$ cat src/rtl/vault_lock_ctrl.sv
// Combination lock FSM: password set/confirm, compare with wrong-bit count,
// consecutive-failure tracking and a timed lockout after MAX_TRIES misses.
module vault_lock_ctrl #(
    parameter int unsigned WIDTH          = 10,
    parameter int unsigned MAX_TRIES      = 3,
    parameter int unsigned LOCKOUT_CYCLES = 50_000_000,
    localparam int unsigned CW            = $clog2(WIDTH + 1),
    localparam int unsigned TW            = $clog2(LOCKOUT_CYCLES + 1)
) (
    input  logic             clk,
    input  logic             RESET,
    input  logic             ENTER,
    input  logic [WIDTH-1:0] CODE,
    output logic [1:0]       STATE,
    output logic [CW-1:0]    WRONG_COUNT,
    output logic [3:0]       FAILS,
    output logic             UNLOCK,
    output logic [TW-1:0]    LOCKOUT_LEFT
);

    typedef enum logic [1:0] {
        ST_OPEN    = 2'b00,
        ST_ARM     = 2'b01,
        ST_LOCKED  = 2'b10,
        ST_LOCKOUT = 2'b11
    } state_t;

    state_t           state;
    logic             enter_q;
    logic             press;
    logic [WIDTH-1:0] password;
    logic [WIDTH-1:0] pending;
    logic [3:0]       fails_inc;

    // Number of set bits; result is 0..WIDTH and fits CW bits without wrap.
    function automatic logic [CW-1:0] popcount(input logic [WIDTH-1:0] v);
        logic [CW-1:0] n;
        n = '0;
        for (int unsigned i = 0; i < WIDTH; i++) begin
            n = n + CW'(v[i]);
        end
        return n;
    endfunction

    assign press     = ENTER & ~enter_q;
    assign fails_inc = FAILS + 4'd1;
    assign STATE     = state;

    // enter_q resets high so a key held through reset cannot register a press.
    always_ff @(posedge clk or posedge RESET) begin
        if (RESET) begin
            state        <= ST_OPEN;
            enter_q      <= 1'b1;
            password     <= '0;
            pending      <= '0;
            WRONG_COUNT  <= '0;
            FAILS        <= '0;
            UNLOCK       <= 1'b0;
            LOCKOUT_LEFT <= '0;
        end else begin
            enter_q <= ENTER;
            UNLOCK  <= 1'b0;
            case (state)
                ST_OPEN: begin
                    if (press) begin
                        pending <= CODE;
                        state   <= ST_ARM;
                    end
                end
                ST_ARM: begin
                    if (press) begin
                        if (CODE == pending) begin
                            password    <= pending;
                            FAILS       <= '0;
                            WRONG_COUNT <= '0;
                            state       <= ST_LOCKED;
                        end else begin
                            pending <= '0;
                            state   <= ST_OPEN;
                        end
                    end
                end
                ST_LOCKED: begin
                    if (press) begin
                        if (CODE == password) begin
                            state       <= ST_OPEN;
                            UNLOCK      <= 1'b1;
                            FAILS       <= '0;
                            WRONG_COUNT <= '0;
                        end else begin
                            WRONG_COUNT <= popcount(CODE ^ password);
                            FAILS       <= fails_inc;
                            if (fails_inc == 4'(MAX_TRIES)) begin
                                state        <= ST_LOCKOUT;
                                LOCKOUT_LEFT <= TW'(LOCKOUT_CYCLES);
                            end
                        end
                    end
                end
                ST_LOCKOUT: begin
                    // Presses are ignored here, including one on the expiry edge.
                    if (LOCKOUT_LEFT <= TW'(1)) begin
                        LOCKOUT_LEFT <= '0;
                        FAILS        <= '0;
                        state        <= ST_LOCKED;
                    end else begin
                        LOCKOUT_LEFT <= LOCKOUT_LEFT - TW'(1);
                    end
                end
                default: state <= ST_OPEN;
            endcase
        end
    end

endmodule

$ cat config.mk
export PLATFORM = sky130hd
export DESIGN_NAME = vault_lock_ctrl
export DESIGN_NICKNAME = d
export VERILOG_FILES = /design/src/rtl/vault_lock_ctrl.sv
export SDC_FILE = /design/constraint.sdc
export NUM_CORES = 1
export LEC_CHECK = 0
export ABC_AREA = 1
export CORE_MARGIN = 2
export CORE_UTILIZATION = 40
export CTS_CLUSTER_DIAMETER = 100
export DETAILED_ROUTE_END_ITERATION = 16
export PLACE_DENSITY = 0.68
export SLEW_MARGIN = 20
export SYNTH_ARGS = -nofsm -noshare
export SYNTH_HDL_FRONTEND = slang
export SYNTH_SLANG_ARGS = --single-unit
$ cat constraint.sdc
create_clock -name clk -period 9.9 [get_ports clk]
set_input_delay 1.98 -clock clk [delete_from_list [all_inputs] [get_ports clk]]
set_output_delay 1.98 -clock clk [all_outputs]
set_load 0.02 [all_outputs]
==> results_dict.tcl <==
set metrics [dict create \
    hold_buffers 0 \
    ir_drop_v 0.0000920 \
    drt_iter0_markers 217 \
    power_uw 964 \
    hold_depth 2 \
    postSynthCellCount 547 \
    worst_path_max_delay_cell "fa_1" \
    rsz0062_at_grt "false" \
    io_pins 50 \
    core-area_sq_um 9640 \
    status "finished, final reports clean" \
    post_cts.repair.setup_buffers 0 \
    fp-row-count 36 \
    grt.total_usage_pct 18.0 \
    cp-start-kind "input pin" \
    port_buffers 49 \
    total_leakage_power_uw 0.00235 \
    place_congestion 0.839 \
    worst_r2r_path_depth 14 \
    dr.pass1.iters 5 \
    cap_violations 0 \
    arrival_ns 5.35 \
    post_cts_resized 0 \
    worst_pin_slew_ns 0.768 \
    fin_crit_ns 5.12 \
    mostFrequentLayoutCell "nand2_1" \
    num-nets-final 626 \
    die-area_sq_um 10600 \
    cts_sinks 58 \
    met1_usage_pct 25.0 \
    met3_usage_pct 3.39 \
    antenna_found_initial 0 \
    setup_viol 0 \
    routed_wl_mm 8.92 \
    yosysWarnings 0 \
    power.density_nw_per_um2 206 \
    yosys.area.top_type "dfrtp_1" \
    cts.clk_slew.worst_paths_ns 0.07 \
    worstReg2RegStart "password[1]$_DFFE_PP0P_" \
    setup_slack_ns 4.78 \
    worstHoldEndpoint "password[0]$_DFFE_PP0P_" \
    clockPowerShare_pct 22.5 \
    dpl.hpwl_mm 6.45 \
    grt_pass1_vias 3139 \
    syn_nets 573 \
    drive_gt1_share_pct 9.09 \
    r2r_slack_ns 6.54 \
    area_growth_pct 20.0 \
    hold_ws_ns 0.503 \
    start_util_pct 40.5 \
    grt_pass1_wl_mm 15.0 \
    cpPeakStageDelay_ns 0.52 \
    cts_root_buffer "clkbuf_8" \
    fillCellCount 952 \
    overflow 0 \
    syn_area_sq_um 3910 \
    cp_cell_sequence "clkdlybuf4s50_1, xor2_1, inv_1, fa_1, fa_1, fa_1, inv_1, ha_1, inv_1, fa_1, xnor2_1, nor2_1, nand2_1, nand2_1" \
    crit_path_end_kind "flop" \
    crit_top_cell "fa_1" \
    seq_power_share_pct 38.2 \
    swShare_pct 40.4 \
    yosysUniqueCellTypes 33 \
    seq_area_frac_synth_pct 37.2 \
    dr_total_vias 3495 \
    drt-wirelength-per-cell_um 12.1 \
    htreeDepth 3 \
    setup_tns_ns 0 \
    intPower_uw 574 \
    ys_top_cells_by_area "dfrtp_1 (37%), nand2_1 (17%), nor2_1 (7.3%), inv_1 (7.2%), xor2_1 (4.9%)" \
    antenna_cells 0 \
    grt_max_degree 59 \
    drv_slew 0 \
    crit_fanout 3 \
    yosys.area.top_type_share_pct 36.5 \
    cp_num_buf_inv 4 \
    avgViaCountPerCell 4.74 \
    preCtsSetupSlack_ns 4.46 \
    fmax_mhz 195 \
    clk-insertion-delay-late_ns 0.34 \
    slew_headroom_pct 48.8 \
    min_from "password[0]$_DFFE_PP0P_" \
    hold_class "reg -> reg" \
    clk_path_buf_depth 2 \
    critPathTopFamily "adder cells" \
    period_share_pct 51.8 \
    p_switching_uw 390 \
    ant_nets 0 \
    r2r_end "WRONG_COUNT[2]$_DFFE_PP0P_" \
    critPathRequiredTime_ns 10.13 \
    cp_num_cells 14 \
    grt-busiest-layer "met2" \
    grtUsageMet2_pct 29.1 \
    path_class "in -> reg" \
    finClkSkew_ns 0.0115 \
    avgSynthCellArea_sq_um 7.14 \
    hold_violations 0 \
    die_w_um 103 \
    cts_made_buffers 9 \
    pwr-share-comb_pct 39.4 \
    drc 0 \
    die-height_um 103 \
    final_cell_mix "nand2_1 (172), nor2_1 (76), inv_1 (74), dfrtp_1 (57), clkdlybuf4s50_1 (49)" \
    ys_seq_elements 58 \
    cts_tree "built" \
]
## tightest hold or removal path, stage by stage (launching register included)
cell and delay (ns):
dfrtp_1 0.36, nand2_1 0.06, nand2_1 0.06
## final cells by class
class                      instances  area (sq um)  area share (%)
timing repair buffer              50           498            10.6
clock inverter                     6          57.6            1.23
clock buffer                      10           128            2.72
sequential                        58          1450            31.0
multi-input combinational        399          2070            44.2
inverter                          82           313            6.68
tap                              133           166            3.55
## synth_stat cells, drive strengths merged
master  instances
a21oi           7
buf             7
clkbuf          1
clkinv          1
dfrtp          57
dfstp           1
fa              6
ha              7
inv            81
nand2         182
nand3          33
nand4           6
nor2           86
nor3            2
o21a            1
o21ai          33
o31ai           6
or2             2
xnor2           6
xor2           22
## power by group through the flow
stage	combinational, uW	sequential [uW]	clock, uW
after floorplan	189	413	0
after global placement	372	370	0
after detailed placement	381	373	0
after CTS	382	368	221
after global routing	426	379	230
final	380	368	217
## metrics by stage
stage          area (sq um)  utilization, %  std cells
6_report               4690            48.6        738
4_1_cts                4690            48.6        738
2_1_floorplan          3910               -        547
3_5_place_dp           4500            46.7        722
5_1_grt                4690            48.6        738
3_3_place_gp           4500            46.7        722
## metal layers
layer | share of wire (%) | vias up
met4 | 0.92 | 0
met1 | 48 | 1634
met5 | 0 | -
met2 | 47 | 66
li1 | - | 1786
met3 | 3.9 | 9
## state kept, by name (all words and copies together), names as in the netlist
signal        flops
pending          10
password         10
LOCKOUT_LEFT     26
WRONG_COUNT       4
UNLOCK            1
enter_q           1
STATE             2
FAILS             4
## how the worst max path moves through the flow
stage	from	endpoint	slack [ns]
5_1_grt	CODE[1]	WRONG_COUNT[2]$_DFFE_PP0P_	4.60
3_3_place_gp	CODE[1]	WRONG_COUNT[2]$_DFFE_PP0P_	4.59
2_1_floorplan	CODE[1]	WRONG_COUNT[2]$_DFFE_PP0P_	5.20
4_1_cts	CODE[9]	WRONG_COUNT[2]$_DFFE_PP0P_	4.83
6_report	CODE[9]	WRONG_COUNT[2]$_DFFE_PP0P_	4.78
3_5_place_dp	CODE[1]	WRONG_COUNT[2]$_DFFE_PP0P_	4.46
## kinds of logic after synthesis
group / after synthesis / share of synthesized area, %
compound gates: 47 / 6.76
xor+xnor: 28 / 6.28
fa+ha+maj: 13 / 5.32
buf+inv: 90 / 9.80
flops: 58 / 37.2
simple gates: 311 / 34.7
Power figures use the tool's default switching activity.
